## src/rtl/instr_fetch_buffer_pkg.sv

```systemverilog
// fetch_pkg: shared constants and the queued entry type for the instruction fetch buffer
package fetch_pkg;
    localparam logic [31:0] NOP_INSTR        = 32'h0000_0013;
    localparam logic [31:0] RESET_PC_DEFAULT = 32'h0000_0000;
    typedef struct packed {
        logic [31:0] pc;
        logic [31:0] instr;
    } fetch_entry_t;
endpackage

```

## src/rtl/instr_fetch_buffer_if.sv

```systemverilog
// instr_fetch_buffer_if: request/response handshake between fetch (master) and instruction memory (slave)
interface instr_fetch_buffer_if;
    logic        imem_req_valid;
    logic [31:0] imem_req_addr;
    logic        imem_req_ready;
    logic        imem_rsp_valid;
    logic [31:0] imem_rsp_data;
    modport master (output imem_req_valid, imem_req_addr, input imem_req_ready, imem_rsp_valid, imem_rsp_data);
    modport slave (input imem_req_valid, imem_req_addr, output imem_req_ready, imem_rsp_valid, imem_rsp_data);
endinterface

```

## src/rtl/instr_fetch_buffer_fifo.sv

```systemverilog
// fetch_fifo: synchronous FIFO of fetch entries with flush; push and pop may coincide even when full
module fetch_fifo
    import fetch_pkg::*;
#(
    parameter int DEPTH = 4
) (
    input  logic                         clk,
    input  logic                         rst,
    input  logic                         i_push,
    input  logic                         i_pop,
    input  logic                         i_flush,
    input  fetch_entry_t                 i_data,
    output fetch_entry_t                 o_head,
    output logic [$clog2(DEPTH+1)-1:0]   o_count,
    output logic                         o_full,
    output logic                         o_empty
);
    localparam int AW = $clog2(DEPTH);
    localparam int CW = $clog2(DEPTH + 1);
    fetch_entry_t   r_mem [DEPTH];
    logic [AW-1:0]  r_rd_ptr;
    logic [AW-1:0]  r_wr_ptr;
    logic [CW-1:0]  r_count;
    assign o_head  = r_mem[r_rd_ptr];
    assign o_count = r_count;
    assign o_full  = r_count == CW'(DEPTH);
    assign o_empty = r_count == '0;
    // pointer and occupancy bookkeeping; a flush discards everything including a same-cycle push
    always_ff @(posedge clk) begin
        if (rst || i_flush) begin
            r_rd_ptr <= '0;
            r_wr_ptr <= '0;
            r_count  <= '0;
        end else begin
            if (i_push) r_wr_ptr <= r_wr_ptr + 1'b1;
            if (i_pop) r_rd_ptr <= r_rd_ptr + 1'b1;
            r_count <= r_count + CW'(i_push) - CW'(i_pop);
        end
    end
    // storage write; entries need no reset because occupancy gates their visibility
    always_ff @(posedge clk) begin
        if (i_push && !i_flush) r_mem[r_wr_ptr] <= i_data;
    end
endmodule

```

## src/rtl/instr_fetch_buffer.sv

```systemverilog
// instr_fetch_buffer: sequential PC fetch with credit-limited imem requests and redirect flush (optional FETCH_BYPASS_EN)
module instr_fetch_buffer
    import fetch_pkg::*;
#(
    parameter int          DEPTH           = 4,
    parameter int          MAX_OUTSTANDING = 2,
    parameter logic [31:0] RESET_PC        = RESET_PC_DEFAULT
) (
    input  logic                         clk,
    input  logic                         rst,
    input  logic                         PCSrcE,
    input  logic [31:0]                  PCTargetE,
    input  logic                         StallD,
    instr_fetch_buffer_if.master         imem,
    output logic [31:0]                  InstrF,
    output logic [31:0]                  PCF,
    output logic [31:0]                  PCPlus4F,
    output logic                         instr_valid
);
    localparam int CW = $clog2(DEPTH + 1);
    localparam int OW = $clog2(MAX_OUTSTANDING + 1);
    logic [31:0]   r_fetch_pc;
    logic [31:0]   r_rsp_pc;
    logic [OW-1:0] r_outstanding;
    logic [OW-1:0] r_drop_cnt;
    logic [CW-1:0] w_count;
    logic          w_full;
    logic          w_empty;
    fetch_entry_t  w_head;
    fetch_entry_t  w_entry;
    fetch_entry_t  w_out;
    logic [31:0]   w_credit;
    logic          w_accept;
    logic          w_rsp;
    logic          w_drop;
    logic          w_push_cand;
    logic          w_push;
    logic          w_pop_ok;
    logic          w_fifo_pop;
    logic          w_valid;
    // a response with nothing outstanding is a leftover from before reset and is ignored
    assign w_rsp       = imem.imem_rsp_valid && r_outstanding != '0;
    assign w_drop      = PCSrcE || r_drop_cnt != '0;
    assign w_push_cand = w_rsp && !w_drop;
    assign w_credit    = PCSrcE ? 32'd0 : 32'(w_count) + 32'(r_outstanding) - 32'(r_drop_cnt);
    assign imem.imem_req_valid = !rst && w_credit < 32'(DEPTH) && 32'(r_outstanding) < 32'(MAX_OUTSTANDING);
    assign imem.imem_req_addr  = PCSrcE ? PCTargetE : r_fetch_pc;
    assign w_accept    = imem.imem_req_valid && imem.imem_req_ready;
    assign w_pop_ok    = !StallD && !PCSrcE;
    assign w_fifo_pop  = !w_empty && w_pop_ok;
    assign w_entry     = '{pc: r_rsp_pc, instr: imem.imem_rsp_data};
`ifdef FETCH_BYPASS_EN
    logic w_byp;
    assign w_byp   = w_empty && w_push_cand;
    assign w_push  = w_push_cand && !(w_byp && w_pop_ok);
    assign w_out   = w_byp ? w_entry : w_head;
    assign w_valid = !w_empty || w_byp;
`else
    assign w_push  = w_push_cand;
    assign w_out   = w_head;
    assign w_valid = !w_empty;
`endif
    assign instr_valid = w_valid;
    assign InstrF      = w_valid ? w_out.instr : NOP_INSTR;
    assign PCF         = w_valid ? w_out.pc : 32'd0;
    assign PCPlus4F    = w_valid ? w_out.pc + 32'd4 : 32'd0;
    fetch_fifo #(.DEPTH(DEPTH)) u_fifo (
        .clk     (clk),
        .rst     (rst),
        .i_push  (w_push),
        .i_pop   (w_fifo_pop),
        .i_flush (PCSrcE),
        .i_data  (w_entry),
        .o_head  (w_head),
        .o_count (w_count),
        .o_full  (w_full),
        .o_empty (w_empty)
    );
    // fetch PC, response PC tag, in-flight and to-be-dropped counters
    always_ff @(posedge clk) begin
        if (rst) begin
            r_fetch_pc    <= RESET_PC;
            r_rsp_pc      <= RESET_PC;
            r_outstanding <= '0;
            r_drop_cnt    <= '0;
        end else begin
            r_fetch_pc    <= w_accept ? imem.imem_req_addr + 32'd4 : PCSrcE ? PCTargetE : r_fetch_pc;
            r_rsp_pc      <= PCSrcE ? PCTargetE : w_push_cand ? r_rsp_pc + 32'd4 : r_rsp_pc;
            r_outstanding <= r_outstanding + OW'(w_accept) - OW'(w_rsp);
            r_drop_cnt    <= PCSrcE ? r_outstanding - OW'(w_rsp) : (w_rsp && r_drop_cnt != '0) ? r_drop_cnt - 1'b1 : r_drop_cnt;
        end
    end
    // the issue credit must make overflow impossible
    always_ff @(posedge clk) begin
        if (!rst) assert (!(w_push && w_full && !w_fifo_pop));
    end
endmodule

```

## src/flat_wrapper.sv

```systemverilog
// flat-port wrapper written by rule: the top's interface ports become plain ports
module instr_fetch_buffer_flat import fetch_pkg::*;
#(
    parameter int          DEPTH           = 4,
    parameter int          MAX_OUTSTANDING = 2,
    parameter logic [31:0] RESET_PC        = RESET_PC_DEFAULT
)
  (clk, rst, PCSrcE, PCTargetE, StallD, InstrF, PCF, PCPlus4F, instr_valid, imem_imem_req_valid, imem_imem_req_addr, imem_imem_req_ready, imem_imem_rsp_valid, imem_imem_rsp_data);
  instr_fetch_buffer_if imem_i ();
  input  logic clk;
  input  logic rst;
  input  logic PCSrcE;
  input  logic [31:0] PCTargetE;
  input  logic StallD;
  output logic [31:0] InstrF;
  output logic [31:0] PCF;
  output logic [31:0] PCPlus4F;
  output logic instr_valid;
  output wire logic [$bits(imem_i.imem_req_valid)-1:0] imem_imem_req_valid;
  output wire logic [$bits(imem_i.imem_req_addr)-1:0] imem_imem_req_addr;
  input wire logic [$bits(imem_i.imem_req_ready)-1:0] imem_imem_req_ready;
  input wire logic [$bits(imem_i.imem_rsp_valid)-1:0] imem_imem_rsp_valid;
  input wire logic [$bits(imem_i.imem_rsp_data)-1:0] imem_imem_rsp_data;
  assign imem_imem_req_valid = imem_i.imem_req_valid;
  assign imem_imem_req_addr = imem_i.imem_req_addr;
  assign imem_i.imem_req_ready = imem_imem_req_ready;
  assign imem_i.imem_rsp_valid = imem_imem_rsp_valid;
  assign imem_i.imem_rsp_data = imem_imem_rsp_data;
  instr_fetch_buffer #(.DEPTH(DEPTH), .MAX_OUTSTANDING(MAX_OUTSTANDING), .RESET_PC(RESET_PC)) u_core (.clk(clk), .rst(rst), .PCSrcE(PCSrcE), .PCTargetE(PCTargetE), .StallD(StallD), .imem(imem_i), .InstrF(InstrF), .PCF(PCF), .PCPlus4F(PCPlus4F), .instr_valid(instr_valid));
endmodule
```

## config.mk

```make
export PLATFORM = sky130hd
export DESIGN_NAME = instr_fetch_buffer_flat
export DESIGN_NICKNAME = d
export VERILOG_FILES = /design/src/rtl/instr_fetch_buffer_pkg.sv /design/src/rtl/instr_fetch_buffer_if.sv /design/src/rtl/instr_fetch_buffer_fifo.sv /design/src/rtl/instr_fetch_buffer.sv /design/src/flat_wrapper.sv
export SDC_FILE = /design/constraint.sdc
export NUM_CORES = 1
export LEC_CHECK = 0
export BUFFER_PORTS_ARGS = -buffer_cell sky130_fd_sc_hd__clkbuf_2
export CORE_ASPECT_RATIO = 1.1
export CORE_UTILIZATION = 35
export CTS_CLUSTER_DIAMETER = 50
export DETAILED_ROUTE_END_ITERATION = 8
export GPL_ROUTABILITY_DRIVEN = 0
export SYNTH_ARGS = -nofsm -noshare
export SYNTH_HDL_FRONTEND = slang
export SYNTH_SLANG_ARGS = --single-unit
```

## constraint.sdc

```tcl
create_clock -name clk -period 3.7 [get_ports clk]
set_clock_uncertainty 0.2 [all_clocks]
set_input_delay 0.74 -clock clk [delete_from_list [all_inputs] [get_ports clk]]
set_output_delay 0.74 -clock clk [all_outputs]
set_load 0.05 [all_outputs]
```

==> results_tabular.tex, run 1 <==
\begin{tabular}{lr}
\hline
Metric & Value \\
\hline
\multicolumn{2}{l}{\textbf{Clocking}} \\
\quad Reg clk slew, reported paths & 60 ps \\
\quad CTS sink count & 333 \\
\quad Clock latency of the later-clocked register in the worst-skew pair & 550 ps \\
\quad CTS max path bufs & 3 \\
\quad H-tree levels & 2 \\
\quad Number of buffers added by the clock tree synthesis step & 41 \\
\quad Post-CTS Hold Buffers & 0 \\
\quad CTS tree & done \\
\quad Clock tree root buffer cell & sky130\_fd\_sc\_hd\_\_clkbuf\_16 \\
\multicolumn{2}{l}{\textbf{Finish}} \\
\quad NumNets Final & 1443 \\
\quad Fraction of final layout cells with drive strength greater than 1 & 37.5\% \\
\quad Number of inserted diodes & 0 \\
\quad Number of non-filler instances in the completed layout & 1944 \\
\quad Area overhead of the layout relative to synthesis & 28.4\% \\
\multicolumn{2}{l}{\textbf{Placed design}} \\
\quad Count of placed standard cells including taps & 1821 \\
\quad Port buffer count & 199 \\
\quad Half-perimeter wire length of the detailed placement result & 24.9 mm \\
\multicolumn{2}{l}{\textbf{Critical path}} \\
\quad Arr. time, crit path & 2920 ps \\
\quad Required time at the endpoint of the critical path & 2760 ps \\
\quad CP Cell Sequence & buf\_8 -> mux4\_2 -> nand4\_1 -> or3\_4 -> nand2b\_4 -> or3\_4 -> a21oi\_2 -> buf\_12 \\
\quad Dominant cell type by count on the critical path & sky130\_fd\_sc\_hd\_\_or3\_4 \\
\quad Type of the setup path with the least slack & reg2out \\
\quad Top fanout value on the critical path & 8 \\
\quad Worst stage delay on the critical path & 410 ps \\
\quad Slowest cell on the critical path & sky130\_fd\_sc\_hd\_\_or3\_4 \\
\quad Type of destination of the critical path & output pin \\
\quad Worst Setup Start Kind & register \\
\multicolumn{2}{l}{\textbf{Yosys}} \\
\quad Netlist area before placement & 14900 um\^{}2 \\
\quad Part of the Yosys area used for sequential elements & 62.0\% \\
\quad Average cell area after synthesis & 14.0 um\^{}2 \\
\quad Number of synthesized flops with an enable pin & 256 \\
\quad Yosys top cell by area & sky130\_fd\_sc\_hd\_\_edfxtp\_1 \\
\quad Post-synth top area share & 51.6\% \\
\quad Yosys warnings & 0 \\
\quad Fraction of synthesis flops using an asynchronous set or reset pin & 0\% \\
\quad Number of cells produced by synthesis & 1065 \\
\quad Distinct cell type count of the synthesized netlist & 59 \\
\quad Top cells by area, synth & sky130\_fd\_sc\_hd\_\_edfxtp\_1 (52\%), sky130\_fd\_sc\_hd\_\_dfxtp\_1 (10\%), sky130\_fd\_sc\_hd\_\_mux4\_2 (6.5\%), sky130\_fd\_sc\_hd\_\_mux4\_1 (3.5\%), sky130\_fd\_sc\_hd\_\_and2\_1 (2.9\%) \\
\quad Top FF cell, synth & sky130\_fd\_sc\_hd\_\_edfxtp\_1 \\
\quad Synthesis-stage register bit count & 333 \\
\quad Syn Nets & 1153 \\
\multicolumn{2}{l}{\textbf{STA}} \\
\quad Achievable clock frequency & 0.259 GHz \\
\quad Setup TNS & -2160 ps \\
\quad Setup slack of the critical path after layout & -158 ps \\
\quad Slew at the pin closest to its max-slew limit & 830 ps \\
\quad Number of slew-limit violations in the final report & 0 \\
\quad Max\_slew headroom & 44.7\% \\
\quad Period Utilization, post-route & 104\% \\
\quad Final Critical Period & 3860 ps \\
\quad Final hold viol count & 0 \\
\quad Total of endpoints with negative setup slack in the final report & 22 \\
\quad Setup repair after global routing missed its margin & yes \\
\multicolumn{2}{l}{\textbf{Global routing}} \\
\quad Global route overflow & 0 \\
\quad Maximum number of pins on one net before global-route repair & 76 \\
\quad GRT Total Usage & 16.8\% \\
\quad Wire length of the first global-routing pass & 55.7 mm \\
\quad Via count of the first global-routing pass & 9745 \\
\quad Number of antenna violations at the first check in global routing & 0 \\
\multicolumn{2}{l}{\textbf{Power and ir drop}} \\
\quad Worst vdd ir & 0.333 mV \\
\quad Leakage component of the power & 7.04 nW \\
\quad Pwr dens & 490 nW/um\^{}2 \\
\multicolumn{2}{l}{\textbf{Routing}} \\
\quad Number of vias after detailed routing & 9658 \\
\quad Avg WL per Cell & 18.7 um \\
\quad Routed vias/inst & 4.97 \\
\quad Final routed DRC violation total & 0 \\
\quad Total Routed Length & 36.4 mm \\
\quad Number of nets still failing antenna checks after routing & 0 \\
\quad Detailed-routing iteration count for the pre-antenna-repair pass & 5 \\
\quad Drt initial violations & 419 \\
\multicolumn{2}{l}{\textbf{Status}} \\
\quad Status & finished, violations left \\
\quad Failing checks & setup timing \\
\multicolumn{2}{l}{\textbf{Floorplan}} \\
\quad Cell row count & 78 \\
\quad Standard cell core area & 41600 um\^{}2 \\
\quad Count of pins on the block boundary & 200 \\
\quad Die Area & 43400 um\^{}2 \\
\quad Die Y & 218 um \\
\quad Initial standard-cell utilization of the core & 35.8\% \\
\quad Horizontal die dimension & 199 um \\
\multicolumn{2}{l}{\textbf{Job}} \\
\quad Max-Cap Viols & 0 \\
\multicolumn{2}{l}{\textbf{Min path}} \\
\quad Min-Delay Path Class & in2reg \\
\hline
\end{tabular}
[metrics by stage]
stage	power (mW)	worst slack [ps]	instance area, um^2	utilization (%)	hold slack (ps)
4_1_cts	9.42	-217	18800	45.3	173
6_report	9.36	-158	19100	46.0	207
3_5_place_dp	5.49	-131	17200	41.3	319
3_3_place_gp	5.47	-75.7	17200	41.3	300
2_1_floorplan	5.08	2.72	14900	-	260
5_1_grt	9.72	-261	19100	46.0	188
[cells by family after synthesis]
kind of cell | synth area share (%)
AOI/OAI and AO/OA | 3.85
xor gates and xnor gates | 3.77
adders and majority gates | 1.61
buffers and inverters | 2.81
DFF | 62.0
muxes | 12.9
and+or+nand+nor | 13.1
[path summary, 6_finish.rpt]
| kind | depth (start not counted) | slack, ps | endpoint | startpoint |
|---|---|---|---|---|
| hold reg to reg | 2 | 340 | u_core.u_fifo.r_rd_ptr[1]$_SDFFE_PP0P_ | u_core.u_fifo.r_rd_ptr[1]$_SDFFE_PP0P_ |
| setup / recovery | 8 | -160 | PCPlus4F[18] | register |
| setup reg to reg | 11 | 320 | u_core.r_fetch_pc[30]$_SDFF_PP0_ | u_core.u_fifo.o_count[0]$_SDFF_PP0_ |
| hold / removal | 1 | 210 | u_core.u_fifo.r_mem[1][28]$_DFFE_PP_ | imem_imem_rsp_data[28] |
[Yosys cell counts, types with 2 or more instances]
cell type / count
sky130_fd_sc_hd__nand2_1: 43
sky130_fd_sc_hd__dfxtp_1: 77
sky130_fd_sc_hd__and2_1: 69
sky130_fd_sc_hd__mux2i_1: 18
sky130_fd_sc_hd__mux4_2: 43
sky130_fd_sc_hd__a31oi_1: 12
sky130_fd_sc_hd__mux4_1: 20
sky130_fd_sc_hd__nor4_2: 2
sky130_fd_sc_hd__xnor2_1: 40
sky130_fd_sc_hd__clkbuf_1: 30
sky130_fd_sc_hd__buf_4: 4
sky130_fd_sc_hd__inv_1: 37
sky130_fd_sc_hd__nor3_1: 25
sky130_fd_sc_hd__a31o_2: 4
sky130_fd_sc_hd__and3b_1: 5
sky130_fd_sc_hd__buf_1: 6
sky130_fd_sc_hd__nor4_1: 3
sky130_fd_sc_hd__or2_2: 6
sky130_fd_sc_hd__nand4_1: 15
sky130_fd_sc_hd__o21ai_0: 19
sky130_fd_sc_hd__fa_1: 2
sky130_fd_sc_hd__buf_2: 9
sky130_fd_sc_hd__nand3_1: 28
sky130_fd_sc_hd__nand2b_1: 3
sky130_fd_sc_hd__a211oi_1: 12
sky130_fd_sc_hd__o21a_1: 2
sky130_fd_sc_hd__o211ai_1: 3
sky130_fd_sc_hd__mux2_2: 22
sky130_fd_sc_hd__and3_1: 21
sky130_fd_sc_hd__a21o_1: 3
sky130_fd_sc_hd__nor2_1: 105
sky130_fd_sc_hd__nor2b_1: 10
sky130_fd_sc_hd__a311oi_1: 2
sky130_fd_sc_hd__ha_1: 16
sky130_fd_sc_hd__edfxtp_1: 256
sky130_fd_sc_hd__o31a_1: 2
sky130_fd_sc_hd__a21oi_1: 25
sky130_fd_sc_hd__or3_1: 8
sky130_fd_sc_hd__and4_1: 11
sky130_fd_sc_hd__xor2_1: 24
sky130_fd_sc_hd__buf_6: 4
sky130_fd_sc_hd__a221oi_1: 2
[per-layer routing]
layer / GRT usage (%) / vias up / wire length [um]
li1: - / 4555 / -
met5: 0 / - / 0
met2: 27.5 / 254 / 17300
met1: 22.4 / 4789 / 16300
met4: 4.82 / 0 / 797
met3: 3.49 / 60 / 1960
[flip-flops by register name (all words and copies together) (netlist names), named ones only]
register / flops
u_core.u_fifo.r_mem: 256
u_core.r_fetch_pc: 32
u_core.r_rsp_pc: 32
u_core.u_fifo.o_count: 3
u_core.r_drop_cnt: 2
u_core.r_outstanding: 2
u_core.u_fifo.r_rd_ptr: 2
u_core.u_fifo.r_wr_ptr: 2
[final cells by class]
cell class | instances | area, um^2
clock buffers | 53 | 1140
clock inverters | 19 | 165
fillers | 3791 | 22500
inverters | 38 | 143
multi-input cells | 640 | 5440
flip-flops and latches | 333 | 9240
well taps | 560 | 701
repair buffers | 301 | 2290
[layout by cell type, fill, tap and decap left out, types with 18 or more instances in the layout]
cell / n
sky130_fd_sc_hd__nor3_1: 20
sky130_fd_sc_hd__xnor2_1: 38
sky130_fd_sc_hd__buf_12: 31
sky130_fd_sc_hd__xor2_1: 24
sky130_fd_sc_hd__buf_4: 87
sky130_fd_sc_hd__inv_1: 35
sky130_fd_sc_hd__nor2_1: 91
sky130_fd_sc_hd__clkbuf_2: 172
sky130_fd_sc_hd__mux2i_1: 18
sky130_fd_sc_hd__nand3_1: 23
sky130_fd_sc_hd__edfxtp_1: 256
sky130_fd_sc_hd__dfxtp_1: 73
sky130_fd_sc_hd__nand2_1: 38
sky130_fd_sc_hd__clkbuf_16: 45
sky130_fd_sc_hd__mux2_2: 22
sky130_fd_sc_hd__a21oi_1: 22
sky130_fd_sc_hd__and2_1: 66
sky130_fd_sc_hd__mux4_2: 60
[timing repair]
item,4_1_cts,5_1_grt
gates resized for setup,44,49
buffers inserted,30,21
endpoints found under the setup margin,59,42
pin swaps,17,29
gates cloned,1,0
[report_power, final]
part | internal [mW] | leakage, nW | switching [mW]
combinational | 0.487 | 3.46 | 0.795
clock | 2.27 | 0.611 | 1.56
sequential | 4.17 | 2.96 | 0.0822
total | 6.92 | 7.04 | 2.44
[worst max-delay path: cells and delay by family, from the launching register on]
kind                   cells  cell delay [ps]
multiplexers               1              360
flip-flops                 1              400
buffers and inverters      2              320
AND/OR/NAND/NOR            4             1100
AO/OA/AOI/OAI              1              180
(Power assumes the default switching activity.)
==> run 2, diff against run 1 <==
--- a/config.mk
+++ b/config.mk
@@ -5,12 +5,14 @@
 export SDC_FILE = /design/constraint.sdc
 export NUM_CORES = 1
 export LEC_CHECK = 0
+export ABC_AREA = 1
 export BUFFER_PORTS_ARGS = -buffer_cell sky130_fd_sc_hd__clkbuf_2
 export CORE_ASPECT_RATIO = 1.1
 export CORE_UTILIZATION = 35
 export CTS_CLUSTER_DIAMETER = 50
 export DETAILED_ROUTE_END_ITERATION = 8
 export GPL_ROUTABILITY_DRIVEN = 0
+export GPL_TIMING_DRIVEN = 0
 export SYNTH_ARGS = -nofsm -noshare
 export SYNTH_HDL_FRONTEND = slang
 export SYNTH_SLANG_ARGS = --single-unit
==> results_tabular.tex, run 2 <==
\begin{tabular}{lr}
\hline
Metric & Value \\
\hline
\multicolumn{2}{l}{\textbf{STA}} \\
\quad Achievable clock frequency & 0.264 GHz (+1.7\%) \\
\quad Total of endpoints with negative setup slack in the final report & 7 (-68\%) \\
\quad Setup repair after global routing missed its margin & yes \\
\quad Final hold viol count & 0 (unchanged) \\
\quad Max\_slew headroom & 44.8\% (+0.17 points) \\
\quad Final Critical Period & 3790 ps (-64.6 ps) \\
\quad Slew at the pin closest to its max-slew limit & 827 ps (-2.50 ps) \\
\quad Setup TNS & -398 ps (+1770 ps) \\
\quad Setup slack of the critical path after layout & -93.3 ps (+64.6 ps) \\
\quad Number of slew-limit violations in the final report & 0 (unchanged) \\
\quad Period Utilization, post-route & 103\% (-1.7 points) \\
\multicolumn{2}{l}{\textbf{Power and ir drop}} \\
\quad Worst vdd ir & 0.275 mV (-17\%) \\
\quad Fraction of power spent switching nets & 28.7\% (+2.7 points) \\
\quad Clock share of power & 40.6\% (-0.3 points) \\
\quad Logic pwr share & 15.8\% (+2.1 points) \\
\quad Sequential Power Share & 43.6\% (-1.8 points) \\
\quad Design Power & 9.93 mW (+6.1\%) \\
\quad Leakage component of the power & 8.51 nW (+21\%) \\
\quad Pwr dens & 475 nW/um\^{}2 (-3.0\%) \\
\quad Internal cell power & 7.08 mW (+2.2\%) \\
\quad Total net switching power & 2.85 mW (+17\%) \\
\multicolumn{2}{l}{\textbf{Finish}} \\
\quad Area overhead of the layout relative to synthesis & 26.3\% \\
\quad Flip-flop count of the largest register after layout & 256 (unchanged) \\
\quad Number of inserted diodes & 0 (unchanged) \\
\quad Number of non-filler instances in the completed layout & 2903 (+49\%) \\
\quad Most flops, register & u\_core.u\_fifo.r\_mem \\
\quad Commonest non-fill, non-tap cells in the layout & sky130\_fd\_sc\_hd\_\_nand2\_1 (626), sky130\_fd\_sc\_hd\_\_nor2\_1 (309), sky130\_fd\_sc\_hd\_\_edfxtp\_1 (256) \\
\quad Fraction of final layout cells with drive strength greater than 1 & 20.8\% (-17 points) \\
\quad NumNets Final & 2370 (+64\%) \\
\quad Top Registers & u\_core.u\_fifo.r\_mem: 256 flops, u\_core.r\_fetch\_pc: 32 flops, u\_core.r\_rsp\_pc: 32 flops \\
\quad Most common cell after layout, fill and taps aside & sky130\_fd\_sc\_hd\_\_nand2\_1 \\
\multicolumn{2}{l}{\textbf{Floorplan}} \\
\quad Die Y & 230 um (+5.3\%) \\
\quad Initial standard-cell utilization of the core & 35.5\% (-0.34 points) \\
\quad Count of pins on the block boundary & 200 (unchanged) \\
\quad Cell row count & 83 (+6.4\%) \\
\quad Horizontal die dimension & 209 um (+5.3\%) \\
\quad Die Area & 48100 um\^{}2 (+11\%) \\
\quad Standard cell core area & 46600 um\^{}2 (+12\%) \\
\multicolumn{2}{l}{\textbf{Min path}} \\
\quad Hold path start & imem\_imem\_rsp\_data[30] \\
\quad Cell count of the worst hold path & 1 (unchanged) \\
\quad Capture endpoint of the worst hold path & u\_core.u\_fifo.r\_mem[3][30]\$\_DFFE\_PP\_ \\
\quad Min-Delay Path Class & in2reg \\
\multicolumn{2}{l}{\textbf{Global routing}} \\
\quad Via count of the first global-routing pass & 13980 (+43\%) \\
\quad Number of antenna violations at the first check in global routing & 0 (unchanged) \\
\quad Global route overflow & 0 (unchanged) \\
\quad Wire length of the first global-routing pass & 79.4 mm (+43\%) \\
\quad GRT Total Usage & 21.5\% (+4.7 points) \\
\quad Maximum number of pins on one net before global-route repair & 27 (-64\%) \\
\multicolumn{2}{l}{\textbf{Clocking}} \\
\quad H-tree levels & 2 (unchanged) \\
\quad CTS max path bufs & 3 (unchanged) \\
\quad CTS sink count & 333 (unchanged) \\
\quad Post-CTS Hold Buffers & 0 (unchanged) \\
\quad Clock latency of the later-clocked register in the worst-skew pair & 570 ps (+20 ps) \\
\quad Reg clk slew, reported paths & 60 ps (about the same) \\
\quad Clock tree root buffer cell & sky130\_fd\_sc\_hd\_\_clkbuf\_16 \\
\quad Number of buffers added by the clock tree synthesis step & 41 (unchanged) \\
\quad CTS tree & done \\
\multicolumn{2}{l}{\textbf{Routing}} \\
\quad Total Routed Length & 52.1 mm (+43\%) \\
\quad Routed vias/inst & 5.04 (+1.4\%) \\
\quad Drt initial violations & 1095 (+160\%) \\
\quad Final routed DRC violation total & 0 (unchanged) \\
\quad Avg WL per Cell & 17.9 um (-4.1\%) \\
\quad Number of vias after detailed routing & 14620 (+51\%) \\
\quad Detailed-routing iteration count for the pre-antenna-repair pass & 5 (unchanged) \\
\quad Number of nets still failing antenna checks after routing & 0 (unchanged) \\
\multicolumn{2}{l}{\textbf{Critical path}} \\
\quad Worst stage delay on the critical path & 390 ps (-20 ps) \\
\quad Capture point of the worst reg-to-reg path & u\_core.r\_outstanding[1]\$\_SDFF\_PP0\_ \\
\quad CP Cell Sequence & inv\_8 -> buf\_8 -> nor2\_1 -> nor2\_1 -> o21ai\_1 -> nand2\_2 -> ha\_4 -> inv\_4 -> nor2\_4 -> nand2\_2 -> nor2\_4 -> buf\_4 -> nand3\_1 -> nand2\_1 -> nand2\_1 -> nor2\_4 -> buf\_8 \\
\quad Arr. time, crit path & 2850 ps (-70 ps) \\
\quad Worst Setup Start Kind & register \\
\quad Type of destination of the critical path & output pin \\
\quad Type of the setup path with the least slack & reg2out \\
\quad Origin of the critical flop-to-flop path & u\_core.u\_fifo.o\_count[0]\$\_SDFF\_PP0\_ \\
\quad Dominant cell type by count on the critical path & sky130\_fd\_sc\_hd\_\_nor2\_4 \\
\quad Top fanout value on the critical path & 7 (-1) \\
\quad Register-to-register setup slack & 240 ps (-80 ps) \\
\quad R2r worst-path depth & 17 (+6) \\
\quad Family of cells with the greatest summed delay on the critical path & simple AND/OR/NAND/NOR gates \\
\quad Required time at the endpoint of the critical path & 2760 ps (about the same) \\
\quad WP buf/inv & 5 (+3) \\
\quad Slowest cell on the critical path & sky130\_fd\_sc\_hd\_\_dfxtp\_4 \\
\multicolumn{2}{l}{\textbf{Yosys}} \\
\quad Post-synth top area share & 46.5\% (-5.1 points) \\
\quad Yosys warnings & 0 (unchanged) \\
\quad Number of synthesized flops with an enable pin & 256 (unchanged) \\
\quad Part of the Yosys area used for sequential elements & 55.8\% (-6.2 points) \\
\quad Fraction of synthesis flops using an asynchronous set or reset pin & 0\% (unchanged) \\
\quad Yosys top cell by area & sky130\_fd\_sc\_hd\_\_edfxtp\_1 \\
\quad Count leader, synth & sky130\_fd\_sc\_hd\_\_nand2\_1 \\
\quad Number of cells produced by synthesis & 2008 (+89\%) \\
\quad Distinct cell type count of the synthesized netlist & 42 (-29\%) \\
\quad Average cell area after synthesis & 8.24 um\^{}2 (-41\%) \\
\quad Synthesis-stage register bit count & 333 (unchanged) \\
\quad Top FF cell, synth & sky130\_fd\_sc\_hd\_\_edfxtp\_1 \\
\quad Most numerous cell types in the synthesized netlist & sky130\_fd\_sc\_hd\_\_nand2\_1 (668), sky130\_fd\_sc\_hd\_\_nor2\_1 (367), sky130\_fd\_sc\_hd\_\_edfxtp\_1 (256), sky130\_fd\_sc\_hd\_\_inv\_1 (124), sky130\_fd\_sc\_hd\_\_o21ai\_0 (108) \\
\quad Netlist area before placement & 16500 um\^{}2 (+11\%) \\
\quad Syn Nets & 2096 (+82\%) \\
\quad Top cells by area, synth & sky130\_fd\_sc\_hd\_\_edfxtp\_1 (46\%), sky130\_fd\_sc\_hd\_\_nand2\_1 (15\%), sky130\_fd\_sc\_hd\_\_dfxtp\_1 (9.3\%), sky130\_fd\_sc\_hd\_\_nor2\_1 (8.3\%), sky130\_fd\_sc\_hd\_\_o21ai\_0 (3.3\%) \\
\multicolumn{2}{l}{\textbf{Placed design}} \\
\quad Half-perimeter wire length of the detailed placement result & 37.8 mm (+52\%) \\
\quad Port buffer count & 198 (-0.50\%) \\
\quad Count of placed standard cells including taps & 2809 (+54\%) \\
\quad Worst setup slack after placement & -276 ps (-145 ps) \\
\multicolumn{2}{l}{\textbf{Status}} \\
\quad Status & finished, violations left \\
\quad Failing checks & setup timing \\
\multicolumn{2}{l}{\textbf{Job}} \\
\quad Max-Cap Viols & 0 (unchanged) \\
\hline
\end{tabular}
==> run 2: how the worst max path moves through the flow <==
| stage | cells past startpoint | slack [ps] | to | start |
|---|---|---|---|---|
| after detailed placement | 16 | -280 | PCPlus4F[26] | register |
| final | 17 | -90 | PCPlus4F[24] | register |
| after global placement | 6 | -1900 | u_core.u_fifo.r_mem[0][10]$_DFFE_PP_ | imem_imem_rsp_valid |
| after global routing | 16 | -250 | PCPlus4F[20] | register |
| after floorplan | 5 | -50 | u_core.u_fifo.r_mem[0][0]$_DFFE_PP_ | imem_imem_rsp_valid |
| after CTS | 14 | -120 | imem_imem_req_valid | u_core.u_fifo.o_count[0]$_SDFF_PP0_ |
==> run 2: kinds of logic (layout without fill, tap and decap cells) <==
family	after synthesis	after routing	share of synthesized area [%]
adder cells (fa/ha/maj)	18	18	1.45
buffers and inverters	213	513	5.43
XOR/XNOR	32	32	1.69
AO/OA/AOI/OAI	227	227	7.27
AND/OR/NAND/NOR	1185	1185	28.3
flip-flops	333	333	55.8
==> run 2: layer usage <==
layer | global-route usage (%) | share of wire [%]
met5 | 0 | 0
met4 | 8.75 | 3.7
met3 | 3.48 | 7.2
met2 | 36.0 | 47
met1 | 27.6 | 42
==> run 2: final cells by class <==
class | instances | area (um^2)
Fill cell | 4547 | 25700
Sequential cell | 333 | 9240
Multi-Input combinational cell | 1462 | 6910
Timing Repair Buffer | 231 | 1610
Clock buffer | 49 | 1070
Tap cell | 595 | 744
Buffer | 83 | 556
Inverter | 130 | 503
Clock inverter | 20 | 273
==> run 2: worst reg2reg max path, cell delays in order (launching register included) <==
cell and delay (ps):
sky130_fd_sc_hd__dfxtp_4 360, sky130_fd_sc_hd__ha_4 160, sky130_fd_sc_hd__fa_1 450, sky130_fd_sc_hd__ha_1 300
sky130_fd_sc_hd__o21ai_2 80, sky130_fd_sc_hd__nand3_2 110, sky130_fd_sc_hd__inv_2 80, sky130_fd_sc_hd__ha_4 190
sky130_fd_sc_hd__inv_2 40, sky130_fd_sc_hd__nor2_1 30, sky130_fd_sc_hd__nand3_1 70, sky130_fd_sc_hd__nand2_1 80
sky130_fd_sc_hd__nand3_1 190, sky130_fd_sc_hd__clkinv_1 280, sky130_fd_sc_hd__buf_2 300, sky130_fd_sc_hd__ha_1 230
sky130_fd_sc_hd__o21ai_0 170, sky130_fd_sc_hd__a21oi_1 50
==> run 2: power groups by stage <==
stage | Combinational [mW] | Sequential (mW) | Clock (mW)
after floorplan | 0.997 | 4.36 | 0
after global placement | 1.38 | 4.40 | 0
after detailed placement | 1.42 | 4.40 | 0
after CTS | 1.47 | 4.33 | 4.09
after global routing | 1.71 | 4.34 | 4.24
final | 1.57 | 4.33 | 4.03
==> run 2: repair_timing <==
action                     CTS  global route
pin swaps                   10            28
hold endpoints to repair     0             0
setup endpoints to repair   95            50
resized for setup          115           187
buffers inserted             7            18
==> run 2: per-stage QoR <==
stage / utilization [%] / hold WS [ps] / area (um^2)
after CTS: 43.4 / 182 / 20200
after detailed placement: 39.6 / 265 / 18500
after global routing: 44.8 / 196 / 20900
final: 44.8 / 208 / 20900
after floorplan: - / 236 / 16500
after global placement: 39.2 / 253 / 18300
==> run 3, diff against run 2 <==
--- a/config.mk
+++ b/config.mk
@@ -13,6 +13,8 @@
 export DETAILED_ROUTE_END_ITERATION = 8
 export GPL_ROUTABILITY_DRIVEN = 0
 export GPL_TIMING_DRIVEN = 0
+export PLACE_DENSITY = 0.63
 export SYNTH_ARGS = -nofsm -noshare
 export SYNTH_HDL_FRONTEND = slang
+export SYNTH_HIERARCHICAL = 1
 export SYNTH_SLANG_ARGS = --single-unit
==> results_tabular.tex, run 3 <==
\begin{tabular}{lr}
\hline
Metric & Value \\
\hline
\multicolumn{2}{l}{\textbf{Floorplan}} \\
\quad Count of pins on the block boundary & 200 (unchanged) \\
\quad Die Area & 48200 um\^{}2 (about the same) \\
\quad Cell row count & 83 (unchanged) \\
\quad Horizontal die dimension & 209 um (about the same) \\
\quad Die Y & 230 um (about the same) \\
\quad Standard cell core area & 46600 um\^{}2 (unchanged) \\
\quad Initial standard-cell utilization of the core & 35.5\% (about the same) \\
\multicolumn{2}{l}{\textbf{Job}} \\
\quad Max-Cap Viols & 0 (unchanged) \\
\multicolumn{2}{l}{\textbf{Min path}} \\
\quad Hold path start & imem\_imem\_rsp\_data[23] \\
\quad Cell count of the worst hold path & 1 (unchanged) \\
\quad Capture endpoint of the worst hold path & u\_core/u\_fifo/r\_mem[1][23]\$\_DFFE\_PP\_ \\
\quad Min-Delay Path Class & in2reg \\
\multicolumn{2}{l}{\textbf{Yosys}} \\
\quad Netlist area before placement & 16500 um\^{}2 (about the same) \\
\quad Yosys warnings & 6 (+6) \\
\quad Average cell area after synthesis & 8.90 um\^{}2 (+8.1\%) \\
\quad Syn Nets & 1949 (-7.0\%) \\
\quad Number of cells produced by synthesis & 1859 (-7.4\%) \\
\multicolumn{2}{l}{\textbf{Routing}} \\
\quad Number of nets still failing antenna checks after routing & 0 (unchanged) \\
\quad Drt initial violations & 1056 (-3.6\%) \\
\quad Detailed-routing iteration count for the pre-antenna-repair pass & 5 (unchanged) \\
\quad Number of vias after detailed routing & 14137 (-3.3\%) \\
\quad Total Routed Length & 50.1 mm (-3.9\%) \\
\quad Final routed DRC violation total & 0 (unchanged) \\
\quad Avg WL per Cell & 17.8 um (-0.57\%) \\
\quad Routed vias/inst & 5.04 (about the same) \\
\multicolumn{2}{l}{\textbf{Clocking}} \\
\quad CTS tree & done \\
\quad CTS max path bufs & 3 (unchanged) \\
\quad CTS sink count & 333 (unchanged) \\
\quad Clock tree root buffer cell & sky130\_fd\_sc\_hd\_\_clkbuf\_16 \\
\quad Post-CTS Hold Buffers & 0 (unchanged) \\
\quad H-tree levels & 2 (unchanged) \\
\quad Reg clk slew, reported paths & 60 ps (about the same) \\
\quad Number of buffers added by the clock tree synthesis step & 39 (-4.9\%) \\
\quad Clock latency of the later-clocked register in the worst-skew pair & 560 ps (about the same) \\
\multicolumn{2}{l}{\textbf{Critical path}} \\
\quad Worst Setup Start Kind & register \\
\quad WP buf/inv & 4 (-1) \\
\quad Top fanout value on the critical path & 8 (+1) \\
\quad Slowest cell on the critical path & sky130\_fd\_sc\_hd\_\_dfxtp\_4 \\
\quad CP Cell Sequence & buf\_12 -> buf\_16 -> a21oi\_2 -> o21ai\_1 -> nand2\_2 -> buf\_4 -> nand3\_4 -> nor3\_4 -> nand3\_2 -> nor2\_4 -> nand2\_4 -> nor2\_4 -> xor2\_2 -> nor2\_2 -> buf\_8 \\
\quad Worst stage delay on the critical path & 370 ps (-20 ps) \\
\quad Family of cells with the greatest summed delay on the critical path & simple AND/OR/NAND/NOR gates \\
\quad R2r worst-path depth & 12 (-5) \\
\quad Capture point of the worst reg-to-reg path & u\_core/u\_fifo/r\_mem[2][33]\$\_DFFE\_PP\_ \\
\quad Origin of the critical flop-to-flop path & u\_core/r\_drop\_cnt[1]\$\_SDFFE\_PP0P\_ \\
\quad Register-to-register setup slack & 140 ps (-100 ps) \\
\quad Type of the setup path with the least slack & reg2out \\
\quad Type of destination of the critical path & output pin \\
\quad Dominant cell type by count on the critical path & sky130\_fd\_sc\_hd\_\_nor2\_4 \\
\quad Arr. time, crit path & 3000 ps (+150 ps) \\
\quad Required time at the endpoint of the critical path & 2760 ps (about the same) \\
\multicolumn{2}{l}{\textbf{Global routing}} \\
\quad Maximum number of pins on one net before global-route repair & 27 (unchanged) \\
\quad GRT Total Usage & 20.3\% (-1.2 points) \\
\quad Wire length of the first global-routing pass & 74.9 mm (-5.7\%) \\
\quad Number of antenna violations at the first check in global routing & 0 (unchanged) \\
\quad Global route overflow & 0 (unchanged) \\
\quad Via count of the first global-routing pass & 13189 (-5.7\%) \\
\multicolumn{2}{l}{\textbf{Power and ir drop}} \\
\quad Pwr dens & 455 nW/um\^{}2 (-4.2\%) \\
\quad Total net switching power & 2.79 mW (-2.2\%) \\
\quad Internal cell power & 6.91 mW (-2.4\%) \\
\quad Sequential Power Share & 44.2\% (+0.6 points) \\
\quad Clock share of power & 39.6\% (-1.0 points) \\
\quad Leakage component of the power & 8.75 nW (+2.8\%) \\
\quad Fraction of power spent switching nets & 28.8\% (+0.036 points) \\
\quad Worst vdd ir & 0.293 mV (+6.4\%) \\
\quad Logic pwr share & 16.2\% (+0.4 points) \\
\multicolumn{2}{l}{\textbf{STA}} \\
\quad Setup repair after global routing missed its margin & yes \\
\quad Achievable clock frequency & 0.254 GHz (-3.8\%) \\
\quad Period Utilization, post-route & 107\% (+4.1 points) \\
\quad Number of slew-limit violations in the final report & 0 (unchanged) \\
\quad Final Critical Period & 3940 ps (+150 ps) \\
\quad Total of endpoints with negative setup slack in the final report & 18 (+11) \\
\quad Final hold viol count & 0 (unchanged) \\
\quad Max\_slew headroom & 46.6\% (+1.8 points) \\
\quad Slew at the pin closest to its max-slew limit & 800 ps (-27.8 ps) \\
\quad Setup slack of the critical path after layout & -243 ps (-150 ps) \\
\multicolumn{2}{l}{\textbf{Placed design}} \\
\quad Half-perimeter wire length of the detailed placement result & 35.3 mm (-6.8\%) \\
\quad Port buffer count & 199 (+0.51\%) \\
\quad Count of placed standard cells including taps & 2662 (-5.2\%) \\
\multicolumn{2}{l}{\textbf{Finish}} \\
\quad Area overhead of the layout relative to synthesis & 28.8\% \\
\quad NumNets Final & 2271 (-4.2\%) \\
\quad Number of inserted diodes & 0 (unchanged) \\
\quad Top Registers & u\_core/u\_fifo/r\_mem: 256 flops, u\_core/r\_fetch\_pc: 32 flops, u\_core/r\_rsp\_pc: 32 flops \\
\quad Commonest non-fill, non-tap cells in the layout & sky130\_fd\_sc\_hd\_\_nand2\_1 (355), sky130\_fd\_sc\_hd\_\_inv\_1 (282), sky130\_fd\_sc\_hd\_\_edfxtp\_1 (256) \\
\quad Most common cell after layout, fill and taps aside & sky130\_fd\_sc\_hd\_\_nand2\_1 \\
\quad Core utilization of the finished layout & 45.7\% (+0.89 points) \\
\quad Number of non-filler instances in the completed layout & 2807 (-3.3\%) \\
\quad Most flops, register & u\_core/u\_fifo/r\_mem \\
\quad Flip-flop count of the largest register after layout & 256 (unchanged) \\
\quad Fraction of final layout cells with drive strength greater than 1 & 27.3\% (+6.5 points) \\
\multicolumn{2}{l}{\textbf{Status}} \\
\quad Failing checks & setup timing \\
\quad Status & finished, violations left \\
\hline
\end{tabular}
## run 3: routing by layer
metal | vias up | GRT usage [%] | part of all wire [%]
met3 | 113 | 3.78 | 7.2
li1 | 6748 | - | -
met4 | 0 | 7.19 | 3.3
met2 | 580 | 33.8 | 48
met5 | - | 0 | 0
met1 | 6696 | 26.3 | 42
## run 3: power groups by stage
stage | clock network (mW) | logic, mW | registers [mW]
2_1_floorplan | 0 | 0.975 | 4.32
3_3_place_gp | 0 | 1.35 | 4.36
3_5_place_dp | 0 | 1.39 | 4.36
4_1_cts | 3.90 | 1.47 | 4.29
5_1_grt | 4.06 | 1.70 | 4.31
6_report | 3.84 | 1.57 | 4.29
## run 3: final cells by class
class                           count  area, um^2
Clock buffer                       50        1060
Timing Repair Buffer              279        2010
Sequential cell                   333        9240
Inverter                          300        1140
Fill cell                        4356       25300
Clock inverter                     22         235
Multi-Input combinational cell   1151        6260
Tap cell                          595         744
Buffer                             77         614
## run 3: timing repair
action | 4_1_cts | 5_1_grt
gates resized for setup | 184 | 96
pin swaps | 45 | 62
setup endpoints to repair | 131 | 126
gates cloned | 3 | 1
setup buffers | 38 | 31
## run 3: worst max-delay path by stage
stage	depth (start not counted)	start	to	slack, ps
2_1_floorplan	10	PCSrcE	u_core/u_fifo/r_mem[0][0]$_DFFE_PP_	-530
3_3_place_gp	11	PCSrcE	u_core/u_fifo/r_mem[3][30]$_DFFE_PP_	-2430
3_5_place_dp	13	PCSrcE	u_core/u_fifo/r_mem[1][30]$_DFFE_PP_	-570
4_1_cts	15	register	PCPlus4F[24]	-230
5_1_grt	15	register	PCPlus4F[26]	-360
6_report	15	register	PCPlus4F[24]	-240
## run 3: stage by stage
step | hold WS [ps] | cell area [um^2] | worst slack, ps | total power, mW | TNS, ps
finish | 200 | 21300 | -243 | 9.70 | -2180
global route | 179 | 21300 | -360 | 10.1 | -4780
CTS | 177 | 20800 | -229 | 9.66 | -2190
detailed placement | 260 | 18600 | -574 | 5.75 | -71980
global placement | 253 | 18300 | -2430 | 5.71 | -618830
floorplan | 236 | 16600 | -527 | 5.29 | -134930
